[src/rtl/tdc_pkg.sv]
// Shared constants, state encodings and frame byte helper for the TDC readout path.
package tdc_pkg;

    localparam logic [7:0] TDC_SYNC_BYTE   = 8'hA5;
    localparam int         TDC_FRAME_BYTES = 4;
    localparam int         TDC_CODE_WIDTH  = 16;

    typedef enum logic [1:0] {
        FR_IDLE,
        FR_LOAD,
        FR_SEND
    } frame_state_t;

    typedef enum logic [1:0] {
        TX_IDLE,
        TX_START,
        TX_DATA,
        TX_STOP
    } bit_state_t;

    // Byte idx of the frame: sync, code high, code low, xor checksum.
    function automatic logic [7:0] frame_byte(input logic [TDC_CODE_WIDTH-1:0] code,
                                              input logic [1:0]                idx);
        case (idx)
            2'd0:    frame_byte = TDC_SYNC_BYTE;
            2'd1:    frame_byte = code[15:8];
            2'd2:    frame_byte = code[7:0];
            default: frame_byte = TDC_SYNC_BYTE ^ code[15:8] ^ code[7:0];
        endcase
    endfunction

endpackage

[src/rtl/uart_tx_byte.sv]
// Purpose: serialise one byte as UART 8N1 (start, 8 data LSB first, stop).
// Latency: o_tx follows the internal bit state by one registered cycle.
// Backpressure: i_start is taken in idle or in the last stop cycle (o_done), enabling gapless bytes.
module uart_tx_byte
    import tdc_pkg::*;
#(
    parameter int CLKS_PER_BIT = 868
) (
    input  logic       i_clk,
    input  logic       i_reset,
    input  logic       i_start,
    input  logic [7:0] i_byte,
    output logic       o_tx,
    output logic       o_done
);

    localparam int CW = (CLKS_PER_BIT > 2) ? $clog2(CLKS_PER_BIT) : 1;
    localparam logic [CW-1:0] CNT_MAX = CW'(CLKS_PER_BIT - 1);

    bit_state_t    st;
    logic [CW-1:0] cnt;
    logic [2:0]    bit_idx;
    logic [7:0]    shreg;

    assign o_done = (st == TX_STOP) && (cnt == '0);

    always_ff @(posedge i_clk) begin
        if (!i_reset) begin
            st      <= TX_IDLE;
            cnt     <= '0;
            bit_idx <= '0;
            shreg   <= '0;
            o_tx    <= 1'b1;
        end else begin
            o_tx <= (st == TX_START) ? 1'b0 : (st == TX_DATA) ? shreg[0] : 1'b1;
            case (st)
                TX_IDLE: begin
                    if (i_start) begin
                        st    <= TX_START;
                        cnt   <= CNT_MAX;
                        shreg <= i_byte;
                    end
                end
                TX_START: begin
                    if (cnt == '0) begin
                        st      <= TX_DATA;
                        cnt     <= CNT_MAX;
                        bit_idx <= '0;
                    end else begin
                        cnt <= cnt - 1'b1;
                    end
                end
                TX_DATA: begin
                    if (cnt == '0) begin
                        cnt   <= CNT_MAX;
                        shreg <= shreg >> 1;
                        if (bit_idx == 3'd7) begin
                            st <= TX_STOP;
                        end else begin
                            bit_idx <= bit_idx + 3'd1;
                        end
                    end else begin
                        cnt <= cnt - 1'b1;
                    end
                end
                TX_STOP: begin
                    if (cnt == '0) begin
                        // Chain straight into the next start bit when one is queued.
                        if (i_start) begin
                            st    <= TX_START;
                            cnt   <= CNT_MAX;
                            shreg <= i_byte;
                        end else begin
                            st <= TX_IDLE;
                        end
                    end else begin
                        cnt <= cnt - 1'b1;
                    end
                end
                default: st <= TX_IDLE;
            endcase
        end
    end

endmodule

[src/rtl/tdc_readout.sv]
// Purpose: buffer TDC codes in a FIFO and send each as a 4-byte checksummed UART frame.
// Latency: push at edge N -> pop N+1, LOAD N+2, start bit on o_tx after N+3.
// Backpressure: none upstream; pushes while full are dropped and flagged in sticky o_overflow.
module tdc_readout
    import tdc_pkg::*;
#(
    parameter int DATA_WIDTH   = 16,
    parameter int FIFO_DEPTH   = 16,
    parameter int CLKS_PER_BIT = 868
) (
    input  logic                        i_clk,
    input  logic                        i_reset,
    input  logic                        i_valid,
    input  logic [DATA_WIDTH-1:0]       i_data,
    input  logic                        i_enable,
    output logic                        o_tx,
    output logic                        o_busy,
    output logic                        o_overflow,
    output logic [$clog2(FIFO_DEPTH):0] o_level
);

    localparam int AW = $clog2(FIFO_DEPTH);
    localparam logic [1:0] LAST_IDX = 2'(TDC_FRAME_BYTES - 1);

    logic [DATA_WIDTH-1:0] mem [FIFO_DEPTH];
    logic [AW:0]           wptr, rptr, wptr_n, rptr_n, level;
    logic                  full, push, pop;

    frame_state_t          state;
    logic [1:0]            idx;
    logic [DATA_WIDTH-1:0] word;
    logic                  tx_start, tx_done, frame_end, idle_next;
    logic [7:0]            tx_byte;

    // Full comes from registered pointers, so a same-cycle pop never frees room.
    assign level   = wptr - rptr;
    assign o_level = level;
    assign full    = (level == (AW+1)'(FIFO_DEPTH));
    assign push    = i_valid && i_enable && !full;
    assign pop     = (state == FR_IDLE) && (level != '0);
    assign wptr_n  = wptr + {{AW{1'b0}}, push};
    assign rptr_n  = rptr + {{AW{1'b0}}, pop};

    assign frame_end = (state == FR_SEND) && tx_done && (idx == LAST_IDX);
    assign idle_next = ((state == FR_IDLE) && !pop) || frame_end;

    always_comb begin
        tx_start = 1'b0;
        tx_byte  = TDC_SYNC_BYTE;
        if (state == FR_LOAD) begin
            tx_start = 1'b1;
        end else if ((state == FR_SEND) && tx_done && (idx != LAST_IDX)) begin
            tx_start = 1'b1;
            tx_byte  = frame_byte(word, idx + 2'd1);
        end
    end

    always_ff @(posedge i_clk) begin
        if (push) begin
            mem[wptr[AW-1:0]] <= i_data;
        end
    end

    always_ff @(posedge i_clk) begin
        if (!i_reset) begin
            wptr       <= '0;
            rptr       <= '0;
            state      <= FR_IDLE;
            idx        <= '0;
            word       <= '0;
            o_busy     <= 1'b0;
            o_overflow <= 1'b0;
        end else begin
            wptr   <= wptr_n;
            rptr   <= rptr_n;
            o_busy <= !idle_next || (wptr_n != rptr_n);
            if (i_valid && i_enable && full) begin
                o_overflow <= 1'b1;
            end
            case (state)
                FR_IDLE: begin
                    if (pop) begin
                        word  <= mem[rptr[AW-1:0]];
                        state <= FR_LOAD;
                    end
                end
                FR_LOAD: begin
                    state <= FR_SEND;
                    idx   <= '0;
                end
                FR_SEND: begin
                    if (tx_done) begin
                        if (idx == LAST_IDX) begin
                            state <= FR_IDLE;
                        end else begin
                            idx <= idx + 2'd1;
                        end
                    end
                end
                default: state <= FR_IDLE;
            endcase
        end
    end

    uart_tx_byte #(
        .CLKS_PER_BIT(CLKS_PER_BIT)
    ) u_tx (
        .i_clk  (i_clk),
        .i_reset(i_reset),
        .i_start(tx_start),
        .i_byte (tx_byte),
        .o_tx   (o_tx),
        .o_done (tx_done)
    );

endmodule
[config.mk]
export PLATFORM = sky130hd
export DESIGN_NAME = tdc_readout
export DESIGN_NICKNAME = d
export VERILOG_FILES = /design/src/rtl/tdc_pkg.sv /design/src/rtl/uart_tx_byte.sv /design/src/rtl/tdc_readout.sv
export SDC_FILE = /design/constraint.sdc
export NUM_CORES = 1
export LEC_CHECK = 0
export BUFFER_PORTS_ARGS = -buffer_cell sky130_fd_sc_hd__buf_2
export CORE_AREA = 5 5 186 188
export CTS_CLUSTER_DIAMETER = 30
export DETAILED_ROUTE_END_ITERATION = 16
export DIE_AREA = 0 0 191 193
export PLACE_DENSITY = 0.51
export SETUP_SLACK_MARGIN = 0.02
export SLEW_MARGIN = 20
export SYNTH_ARGS = -nofsm -noshare
export SYNTH_HDL_FRONTEND = slang
export SYNTH_SLANG_ARGS = --single-unit
[constraint.sdc]
create_clock -name i_clk -period 4.4 [get_ports i_clk]
set_input_delay 1.1 -clock i_clk [delete_from_list [all_inputs] [get_ports i_clk]]
set_output_delay 1.1 -clock i_clk [all_outputs]
set_load 0.01 [all_outputs]
==> flow_summary.ini <==
[run_status]
status = completed

[final_layout]
drive_gt1_share_pct = 30.3
design_area_um2 = 16000
nets = 910
final_util_pct = 48.6
synthToLayoutAreaGrowth_pct = 24.2
insertedDiodeCount = 0
fillers = 2766

[global_route]
grt_pass1_vias = 7761
grt_first_pass_wirelength_um = 44900
grtUsageTotal_pct = 16.0
grt_max_degree = 46
grt-ovfl-total = 0
antenna_found_initial = 0

[detailed_routing]
wl_um = 28300
viasPerCell = 5.29
first_iter_violations = 438
remaining_drc_errors = 0
drtPass1Iterations = 4
wl_per_cell_um = 20.7
vias = 7262
postRouteAntennaNets = 0

[sta]
relSlewSlack_pct = 28.4
hold_viol = 0
hold_ws_ns = 0.476
rsz0062_at_grt = false
drv_slew = 0
tightest_slew_ns = 1.07
finClkSkew_ns = 0.0252
period_minus_slack_ns = 3.75
fmax_mhz = 267
setup_tns_ns = 0
timing.final.crit_share_pct = 85.2
setup_viol = 0

[die]
die_h_um = 193
die_width_um = 191
dieArea_um2 = 36900
pin_count = 28
core_um2 = 32900
initial_utilization_pct = 39.1
placement_rows = 67

[setup_path]
critPathArrivalTime_ns = 2.65
critPathMaxFanout = 8
slowest_stage = dfxtp_1
crit_buf_inv = 3
required_ns = 3.30
crit_path_end_kind = output pin
critical-path-top-delay-family = adder cells
critical_path_class = register to output pin
slowest_delay_ns = 0.55
cp-start-kind = register
path_cells = inv_1, ha_1, fa_1, nand2b_1, a21oi_2, xor2_2, inv_2, buf_2

[synth]
ys_async_sr_fraction_pct = 0
ys.flop_type = edfxtp_1
ys_seq_elements = 312
synth_warnings = 0
ys_types = 64
netlist_instances = 788
netlist_area_um2 = 12900
syn_nets = 829
synth_area_per_cell_um2 = 16.4
seq_area_frac_synth_pct = 68.3
synth-edff-count = 256

[clock_tree]
numCtsBuffers = 72
cts_max_path_buffers = 3
cts-root-buf = clkbuf_16
cts_tree = built
clock_sinks = 312
post-cts-setup-buffer-count = 0
ctsResizeCount = 0
clk_pin_slew_ns = 0.04
ctsHoldBuffers = 0
insertion_delay_ns = 0.57
cts.htree.levels = 3

[power_and_ir_drop]
p_clk_share_pct = 46.7
p_per_area_nw_per_um2 = 698
comb_power_share_pct = 21.9
finalPower_mw = 11.2
power_leakage_nw = 5.41
switchingPower_mw = 3.15
irDropWorstVdd_uv = 364
cellInternalPower_mw = 8.02
seqPwrFrac_pct = 31.5
p_sw_share_pct = 28.2

[placement]
port-buffer-count = 27
routabilityCongestion = 0.778
dpl-instance-area_um2 = 13600
dp_hpwl_um = 17400

[worst_hold_path]
hp-class = register to register

[job]
drv_cap = 0
-- synthesized netlist by cell type (6+ instances only) --
| cell type | n | share of area [%] |
|---|---|---|
| a22oi_1 | 37 | 2.2 |
| a21o_1 | 10 | 0.58 |
| o21ai_0 | 20 | 0.78 |
| mux4_2 | 64 | 11 |
| nor3_1 | 17 | 0.66 |
| inv_1 | 19 | 0.55 |
| nand2b_1 | 9 | 0.44 |
| buf_2 | 13 | 0.50 |
| xor2_1 | 10 | 0.68 |
| nand3b_1 | 6 | 0.35 |
| a21oi_1 | 20 | 0.78 |
| nor2_1 | 45 | 1.3 |
| ha_1 | 20 | 1.9 |
| dfxtp_1 | 56 | 8.7 |
| and2_1 | 6 | 0.29 |
| a21o_2 | 6 | 0.41 |
| nand3_1 | 11 | 0.43 |
| edfxtp_1 | 256 | 60 |
| a211oi_1 | 6 | 0.35 |
| a21oi_2 | 17 | 1.2 |
| nand2_1 | 42 | 1.2 |
| clkbuf_1 | 20 | 0.58 |
-- layer usage --
layer | share of wire (%) | wire length [µm] | up-vias | global-route usage, %
li1 | - | - | 3310 | -
met1 | 43 | 12300 | 3707 | 20.7
met2 | 49 | 14000 | 179 | 26.7
met3 | 4.7 | 1350 | 66 | 3.78
met4 | 2.4 | 685 | 0 | 5.22
met5 | 0 | 0 | - | 0
-- layout by cell type, fill, tap and decap left out, types with 8 or more instances in the layout --
cell type / count
buf_2: 27
nor3_1: 13
o21ai_0: 20
nand3_1: 11
nor2_2: 13
nand2b_1: 9
edfxtp_1: 256
nor2_1: 33
xor2_1: 10
buf_4: 21
bufinv_16: 8
mux4_2: 64
nand2_1: 42
a21oi_1: 20
clkbuf_16: 74
ha_1: 20
a21o_1: 10
a21oi_2: 17
clkbuf_1: 10
clkinv_1: 12
a22oi_1: 37
inv_1: 18
dfxtp_1: 54
clkinv_2: 9
-- through the flow --
step           cells  setup WS (ns)
2_1_floorplan    788          0.531
3_3_place_gp    1243          0.913
3_5_place_dp    1243          0.739
4_1_cts         1372          0.632
5_1_grt         1372          0.481
6_report        1372          0.652
-- power by group through the flow --
stage	sequential, mW	combinational, mW	clock, mW
final	3.51	2.44	5.21
after global routing	3.53	2.70	5.48
after CTS	3.51	2.48	5.32
after detailed placement	3.56	2.47	0
after global placement	3.55	2.44	0
after floorplan	3.51	1.90	0
-- logic make-up (layout without fill, tap and decap cells) --
family / Yosys count / after routing / share of synthesized area [%]
DFF: 312 / 312 / 68.3
xor gates and xnor gates: 17 / 17 / 1.36
buffers and inverters: 61 / 197 / 2.19
muxes: 66 / 66 / 11.3
AOI/OAI and AO/OA: 150 / 150 / 8.59
adders and majority gates: 21 / 21 / 2.10
and+or+nand+nor: 161 / 161 / 6.10
-- registers in the layout (all words and copies together), names as in the netlist --
signal,cells
mem,256
word,16
u_tx.cnt,10
u_tx.shreg,8
rptr,5
wptr,5
u_tx.bit_idx,3
idx,2
state,2
u_tx.st,2
o_busy,1
o_overflow,1
u_tx.o_tx,1
-- path summary, 6_finish.rpt --
path / startpoint / endpoint / slack (ns) / cells after the start
min reg2reg: u_tx.bit_idx[1]$_SDFFE_PN0P_ / u_tx.bit_idx[1]$_SDFFE_PN0P_ / 0.48 / 2
min: u_tx.bit_idx[1]$_SDFFE_PN0P_ / u_tx.bit_idx[1]$_SDFFE_PN0P_ / 0.48 / 2
max: wptr[0]$_SDFF_PN0_ / o_level[4] / 0.65 / 8
max reg2reg: wptr[0]$_SDFF_PN0_ / mem[5][14]$_DFFE_PP_ / 0.81 / 9
-- area by class of cell --
class                      instances  area [µm²]  area share [%]
sequential                       312        8810            55.1
multi-input combinational        415        3850            24.1
clock buffer                      89        1960            12.2
tap                              448         561            3.50
clock inverter                    40         457            2.85
timing repair buffer              48         293            1.83
inverter                          20        75.1           0.469
-- worst min-delay path, cell delays in order (launching register included) --
cell	delay (ns)
dfxtp_1	0.31
nand2b_1	0.06
a21oi_1	0.05
Note: power is estimated with default switching activity, not from simulation.
